[config.mk]
export PLATFORM = sky130hd
export DESIGN_NAME = scs8hd_nor4bb_patgen
export DESIGN_NICKNAME = d
export VERILOG_FILES = /design/src/rtl/scs8hd_patgen_pkg.sv /design/src/rtl/scs8hd_patgen_timer.sv /design/src/rtl/scs8hd_nor4bb_patgen.sv
export SDC_FILE = /design/constraint.sdc
export NUM_CORES = 1
export LEC_CHECK = 0
export BUFFER_PORTS_ARGS = -buffer_cell sky130_fd_sc_hd__clkbuf_2
export CAP_MARGIN = 20
export CORE_MARGIN = 1.5
export CORE_UTILIZATION = 56
export DETAILED_ROUTE_END_ITERATION = 16
export PLACE_DENSITY = 0.78
export SYNTH_ARGS = -nofsm -noshare
export SYNTH_HDL_FRONTEND = slang
export SYNTH_SLANG_ARGS = --single-unit
[constraint.sdc]
create_clock -name CLK -period 2.3 [get_ports CLK]
set_input_delay 0.46 -clock CLK [delete_from_list [all_inputs] [get_ports CLK]]
set_output_delay 0.46 -clock CLK [all_outputs]
set_load 0.02 [all_outputs]
[src/rtl/scs8hd_patgen_pkg.sv]
// Shared types and constants for the nor4bb-family pattern generator.
// Imported by the timer and the top-level checker.
package scs8hd_patgen_pkg;

    typedef enum logic [1:0] {
        IDLE,
        DRIVE,
        SAMPLE,
        DONE
    } state_t;

    localparam int          VEC_W        = 4;
    localparam int          TMR_W        = 4;
    localparam logic [15:0] NOR4BB_TRUTH = 16'h1000;

    // Saturating increment used by the error counter.
    function automatic logic [31:0] sat_inc(
        input logic [31:0] val,
        input logic [31:0] max
    );
        return (val >= max) ? max : val + 32'd1;
    endfunction

endpackage

[src/rtl/scs8hd_patgen_timer.sv]
// Loadable down-counter that paces how long each vector is held.
// Counts down to zero and parks there until reloaded.
module scs8hd_patgen_timer
    import scs8hd_patgen_pkg::*;
(
    input  logic             clk,
    input  logic             rst_n,
    input  logic             load,
    input  logic [TMR_W-1:0] value,
    output logic             zero
);

    logic [TMR_W-1:0] cnt;

    always_ff @(posedge clk or negedge rst_n) begin
        if (!rst_n) begin
            cnt <= '0;
        end else if (load) begin
            cnt <= value;
        end else if (cnt != '0) begin
            cnt <= cnt - 1'b1;
        end
    end

    assign zero = (cnt == '0);

endmodule

[src/rtl/scs8hd_nor4bb_patgen.sv]
// Sweeps all 16 {DN,CN,B,A} vectors into a cell and checks Y against TRUTH.
// Define SCS8HD_PATGEN_FAILLOG_EN to add the first-failure log (fail_idx/fail_y).
module scs8hd_nor4bb_patgen
    import scs8hd_patgen_pkg::*;
#(
    parameter logic [15:0] TRUTH  = NOR4BB_TRUTH,
    parameter int          SETTLE = 2,
    parameter int          PASSES = 1,
    parameter int          CNT_W  = 6
) (
    input  logic             CLK,
    input  logic             RESETB,
    input  logic             start,
    input  logic             abort,
    input  logic             Y_obs,
    output logic             A,
    output logic             B,
    output logic             CN,
    output logic             DN,
    output logic             busy,
    output logic             done,
    output logic             pass,
    output logic [CNT_W-1:0] err_cnt
`ifdef SCS8HD_PATGEN_FAILLOG_EN
    ,
    output logic [3:0]       fail_idx,
    output logic [0:0]       fail_y
`endif
);

    localparam logic [TMR_W-1:0] SETTLE_LD  = TMR_W'(SETTLE - 1);
    localparam logic [3:0]       LAST_SWEEP = 4'(PASSES - 1);
    localparam logic [31:0]      ERR_MAX    = 32'((64'd1 << CNT_W) - 1);

    state_t           state;
    state_t           state_nxt;
    logic [VEC_W-1:0] vec;
    logic [VEC_W-1:0] vec_nxt;
    logic [3:0]       sweep;
    logic [3:0]       sweep_nxt;
    logic [CNT_W-1:0] err_nxt;
    logic             y_q;
    logic             tmr_load;
    logic             tmr_zero;
    logic             miss;
    logic             launch;

    scs8hd_patgen_timer u_timer (
        .clk   (CLK),
        .rst_n (RESETB),
        .load  (tmr_load),
        .value (SETTLE_LD),
        .zero  (tmr_zero)
    );

    assign launch = start && !abort
                 && ((state == IDLE) || (state == DONE));
    assign miss   = (state == SAMPLE) && (y_q != TRUTH[vec]);

    always_comb begin
        state_nxt = state;
        vec_nxt   = vec;
        sweep_nxt = sweep;
        err_nxt   = err_cnt;
        tmr_load  = 1'b0;
        if (abort) begin
            state_nxt = IDLE;
            vec_nxt   = '0;
            sweep_nxt = '0;
        end else begin
            unique case (state)
                IDLE, DONE: begin
                    if (start) begin
                        state_nxt = DRIVE;
                        vec_nxt   = '0;
                        sweep_nxt = '0;
                        err_nxt   = '0;
                        tmr_load  = 1'b1;
                    end
                end
                DRIVE: begin
                    if (tmr_zero) begin
                        state_nxt = SAMPLE;
                    end
                end
                SAMPLE: begin
                    if (miss) begin
                        err_nxt = CNT_W'(sat_inc(32'(err_cnt), ERR_MAX));
                    end
                    if (vec != '1) begin
                        vec_nxt   = vec + 1'b1;
                        state_nxt = DRIVE;
                        tmr_load  = 1'b1;
                    end else if (sweep != LAST_SWEEP) begin
                        vec_nxt   = '0;
                        sweep_nxt = sweep + 1'b1;
                        state_nxt = DRIVE;
                        tmr_load  = 1'b1;
                    end else begin
                        vec_nxt   = '0;
                        state_nxt = DONE;
                    end
                end
                default: state_nxt = IDLE;
            endcase
        end
    end

    always_ff @(posedge CLK or negedge RESETB) begin
        if (!RESETB) begin
            state   <= IDLE;
            vec     <= '0;
            sweep   <= '0;
            err_cnt <= '0;
            y_q     <= 1'b0;
        end else begin
            state   <= state_nxt;
            vec     <= vec_nxt;
            sweep   <= sweep_nxt;
            err_cnt <= err_nxt;
            // Last capture before SAMPLE is the one compared.
            if (state == DRIVE) begin
                y_q <= Y_obs;
            end
        end
    end

`ifdef SCS8HD_PATGEN_FAILLOG_EN
    logic fail_seen;

    always_ff @(posedge CLK or negedge RESETB) begin
        if (!RESETB) begin
            fail_seen <= 1'b0;
            fail_idx  <= '0;
            fail_y    <= '0;
        end else if (launch) begin
            fail_seen <= 1'b0;
            fail_idx  <= '0;
            fail_y    <= '0;
        end else if (miss && !fail_seen && !abort) begin
            fail_seen <= 1'b1;
            fail_idx  <= vec;
            fail_y    <= y_q;
        end
    end
`endif

    // The vector register is the stimulus, so pins only move on advance.
    assign A    = vec[0];
    assign B    = vec[1];
    assign CN   = vec[2];
    assign DN   = vec[3];
    assign busy = (state == DRIVE) || (state == SAMPLE);
    assign done = (state == DONE);
    assign pass = done && (err_cnt == '0);

endmodule

Word level (Yosys, flattened, before mapping) --
Memory sizes are Yosys's and may differ from the RTL's. Index checks and enable logic that the tools add are counted.
Storage, ports and cells: flip-flop bits (word level) 21, latch bits 0, bits in writable memories 0, memory bits (read-only) 16, output and inout bits 13, word-level logic and storage cells 67, memories kept 1
Memories:
- (no name shown) | depth 16, width 1, read ports 1, clocked after Yosys merged registers in 0, write ports 0, RTL line scs8hd_nor4bb_patgen.sv:58 | assign miss = (state == SAMPLE) && (y_q != TRUTH[vec]);
Operators by class: add/subtract/negate cells 4, multiply operators 0, div/mod/pow operators 0, magnitude comparators 2, eq/ne operators 11, shift-type cells 0, mux-type cells 26, bitwise logic cells 1, reductions and logical operators 16
Operator list (count):
- 2-to-1 mux 4 bit | 8
- 2-to-1 mux 6 bit | 3
- case mux 4 bit (2 select lines) | 2
- != test 3 bit, second input constant | 4
- case mux 6 bit (2 select lines) | 1
- 2-to-1 mux 2 bit | 5
- adder 4 x 1 -> 4 bit, second input constant | 2
- AND reduction 4 bit | 2
- nonzero test 4 bit | 2
- adder 6 x 1 -> 6 bit, second input constant | 1
- >= comparator 6 bit, second input constant | 1
- zero test 6 bit | 1
- case mux 2 bit (3 select lines) | 1
- < comparator 4 x 5 -> 1 bit, second input constant | 1
- 2-to-1 mux 1 bit | 5
- == test 2 bit, second input constant | 2
- zero test 4 bit | 1
- != test 2 bit, second input constant | 2
- != test 4 bit, second input constant | 1
- AND reduction 2 bit | 2
- nonzero test 2 bit | 2
- subtractor 4 x 1 -> 4 bit, second input constant | 1
- nonzero test 3 bit | 1
- == test 2 x 1 -> 1 bit, second input constant | 1
- other kinds (7) | 8

Logic depth before layout (Yosys ltp) --
depth after elaboration 6, mapped depth 7

By module --
From an unflattened synthesis, not the netlist that was laid out.
Second synthesis, totals: cell total of the unflattened synthesis 149, area, all modules 1351.3 µm²
By module, submodules not included:
- scs8hd_nor4bb_patgen | instances 1, cells each 127, area each 1117.3 µm²
- scs8hd_patgen_timer | instances 1, cells each 22, area each 234.0 µm²

Worst setup path after synthesis --
No wires, ideal clock.
kind register -> output, start reg state[0], end out pass, arrival 1656 ps, data required time 1840 ps, slack 184 ps, cell stages (with the launch flop) 4, buffers on the path 0, cells stage by stage dfrtp_1 > ha_1 > or4b_1 > nor3b_1
On the way: longest elaborated chain between the ends 2
Ends and longest elaborated chain:
- from (decl) | RTL line scs8hd_nor4bb_patgen.sv:35 | state_t state;
- from (signal assigned) | RTL line scs8hd_nor4bb_patgen.sv:117 | state <= state_nxt;
- == test 2 bit | RTL line scs8hd_nor4bb_patgen.sv:154 | assign done = (state == DONE);
- via done | RTL line scs8hd_nor4bb_patgen.sv:21 | output logic done,
- logical AND 1 bit | RTL line scs8hd_nor4bb_patgen.sv:155 | assign pass = done && (err_cnt == '0);
- to (decl) | RTL line scs8hd_nor4bb_patgen.sv:22 | output logic pass,
The timed path passes the listed nets, and every way through them passes these cells.

Final worst setup path --
start reg state[1], end out pass
On the way: longest elaborated chain between the ends 2
Ends and longest elaborated chain (RTL line):
- == test 2 bit | scs8hd_nor4bb_patgen.sv:154
- logical AND 1 bit | scs8hd_nor4bb_patgen.sv:155
Every way passes these cells.

==> results by group <==
Outcome
  • Outcome: finished clean

STA
  • Worst setup margin: 89.9 ps
  • Worst rel slew slack: ~64%
  • Fin. max-slew vios: 0
  • Min Tclk post-route: about 2200 ps
  • Tcrit/Tclk final: 96.1%
  • Final hold viol count: 0
  • RSZ-0062 raised after global routing: false
  • Final setup violation count: 0
  • Worst Skew: 4.93 ps
  • Total negative setup slack: 0 ps
  • Slew @ Worst Pin: between 500 and 600 ps
  • Highest Clock Rate: 452 MHz

Placement
  • Place WS: 280 ps
  • HPWL after detailed placement: about 2.1 mm
  • Gpl congestion: between 0.8 and 0.9
  • IO buf count: 17
  • Placed cell count: 189
  • Post-DP Area: 0.00147 mm2

Worst setup path
  • CP max stage delay: 470 ps
  • CP arrival: ~1800 ps
  • CP Launch Point: state[1]
  • R2r startpoint: state[0]
  • Worst Reg-to-Reg Cells: 7
  • Worst setup endpoint: pass
  • Flop2flop setup slack: around 220 ps
  • Type of origin of the critical path: register
  • CP max FO: 3
  • WP depth: 4
  • Slowest-stage cell, CP: or4b_1
  • Critical path buffer and inverter count: 1
  • Critical Path End Type: output port
  • Crit-path cells: ha_2 -> or4b_1 -> nor3b_2 -> buf_2
  • Crit path kind: register to output port
  • CP required: ~1800 ps
  • CP top delay family: simple AND/OR/NAND/NOR gates
  • Worst R2R End: sweep[0]

Cells and area
  • Layout cells sized above 1: 18.1%
  • Post-Layout Inst Area: ~0.0015 mm2
  • Cell Count, Final, Fillers Out: 194
  • Area Overhead vs Synth: 10.7%
  • Most frequent cells in the layout: dfrtp_1, clkbuf_2, inv_1
  • Diodes inserted: 0
  • FF+latch area: 526 um2
  • Final #Nets: 183
  • Multi-input logic area: ~770 um2
  • Filler instances: 198
  • Commonest non-fill, non-tap cell in the layout: dfrtp_1

Power
  • Pwr Density: 673 mW/mm2
  • NetSw: 375 uW
  • Clk network pwr share: 17.7%
  • Internal power: between 600 and 700 uW
  • Worst VDD drop: 0.573 mV
  • Final total power: 1.02 mW
  • Seq pwr share: 45.4%
  • Gate power share: 36.9%
  • Leak pwr: 0.732 nW
  • Switch share: 36.9%

Global routing
  • Overflow after GRT: 0
  • Initial antenna violation count: 0
  • Vias in the first global route: between 1000 and 1500
  • GRT Total Usage: between 20% and 30%
  • First-pass GRT wire length: approximately 4.8 mm
  • Largest net degree at the start of global routing: 22

Routing
  • WL per Instance: 14.3 um
  • Post-DR vias/cell: 5.97
  • Initial DRC Count: 40
  • Drt pass-1 iters: 4
  • Number of remaining DRC errors: 0
  • Antenna viol nets, final: 0
  • WL final: 2.77 mm
  • Via count: 1159

Clock tree
  • CTS Root Cell: clkbuf_4
  • H-Tree Depth: 1
  • Clk buf depth: 2
  • Clock transition at the registers of the reported paths: between 100 and 150 ps
  • CTS Buf Count: 3
  • CTS Sinks: 21
  • TritonCTS clock tree: done
  • Worst skew pair latency: 310 ps

Die
  • Number of core rows: 17
  • Die width: 52.4 um
  • Die height: 52.4 um
  • Io pins: 18
  • Die ar.: 0.00274 mm2
  • Initial core utilization: roughly 60%
  • Core outline area: approximately 0.0023 mm2

Synth
  • Ys async rst share: 100%
  • Avg Cell Area, Syn: 9.29 um2
  • Syn Inst Count: 147
  • Register area share after synthesis: 38.5%
  • Mapped cell area: 0.00137 mm2
  • Flops & latches, synth: 21
  • Post-synth EDFFs: 0
  • Primary FF master, synth: dfrtp_1
  • Post-Syn Nets: 163
  • Yosys cell types: 40
  • Yosys warns: 0

Min path
  • Worst hold path class: input pin to asynchronous set/reset pin

Job
  • Max-Cap Viols: 0
==> worst min path at each step <==
stage                 from          to  slack (ps)  cells past startpoint
floorplan           RESETB  err_cnt[0]         160                      0
global placement    RESETB  err_cnt[1]         460                      1
detailed placement  RESETB  err_cnt[1]         460                      1
CTS                 RESETB  err_cnt[3]         120                      1
global route        RESETB  err_cnt[1]         140                      1
finish              RESETB  err_cnt[3]         110                      1
==> logic make-up (layout without fill, tap and decap cells) <==
| family | after synthesis | count (layout) | share of synthesized area [%] |
|---|---|---|---|
| flops | 21 | 21 | 38.5 |
| mux | 5 | 5 | 3.85 |
| xor+xnor | 3 | 3 | 2.48 |
| buf+inv | 18 | 37 | 5.77 |
| fa+ha+maj | 11 | 11 | 10.1 |
| simple gates | 51 | 51 | 20.4 |
| compound gates | 38 | 38 | 18.9 |
==> metrics by stage <==
stage	utilization [%]	hold slack [ps]
after floorplan	-	164
after global placement	65.2	458
after detailed placement	65.2	463
after CTS	66.7	118
after global routing	67.0	136
final	67.0	106
==> flip-flops by register name, indices dropped and copies added, names as in the netlist <==
signal	flops
y_q	1
state	2
vec	4
err_cnt	6
u_timer.cnt	4
sweep	4
==> what timing repair did <==
item,CTS,global route
cloned,0,0
hold buffers,0,0
setup endpoints to repair,1,1
gates resized for setup,0,3
buffers inserted,1,0
==> power by group through the flow <==
stage	sequential, mW	clock [mW]	combinational, mW
after floorplan	0.463	0	0.302
after CTS	0.462	0.187	0.379
final	0.462	0.180	0.375
after global placement	0.467	0	0.341
after global routing	0.471	0.202	0.420
after detailed placement	0.473	0	0.365
==> metal layers <==
layer	global-route usage (%)	vias to the layer above	wire length, um
met3	2.57	2	111
li1	-	572	-
met2	40.8	31	1390
met4	7.69	0	17
met1	29.7	554	1250
met5	0	-	0
==> Yosys cell counts, drive strengths merged, types with 4 or more instances <==
master | n | share of area, %
a21oi | 8 | 3.8
nand2 | 7 | 2.1
a21o | 4 | 2.2
nor2 | 9 | 2.5
nand3 | 10 | 3.7
buf | 4 | 1.9
dfrtp | 21 | 38
ha | 11 | 10
inv | 13 | 3.6
o21ai | 11 | 4.0
o31ai | 4 | 2.2
==> layout make-up <==
class | instances | share of cell area (%)
multi-input cells | 108 | 50.8
flip-flops and latches | 21 | 34.8
repair buffers | 20 | 7.12
inverters | 13 | 3.23
well taps | 28 | 2.32
clock buffers | 4 | 1.74
Note: power is estimated with default switching activity, not from simulation.
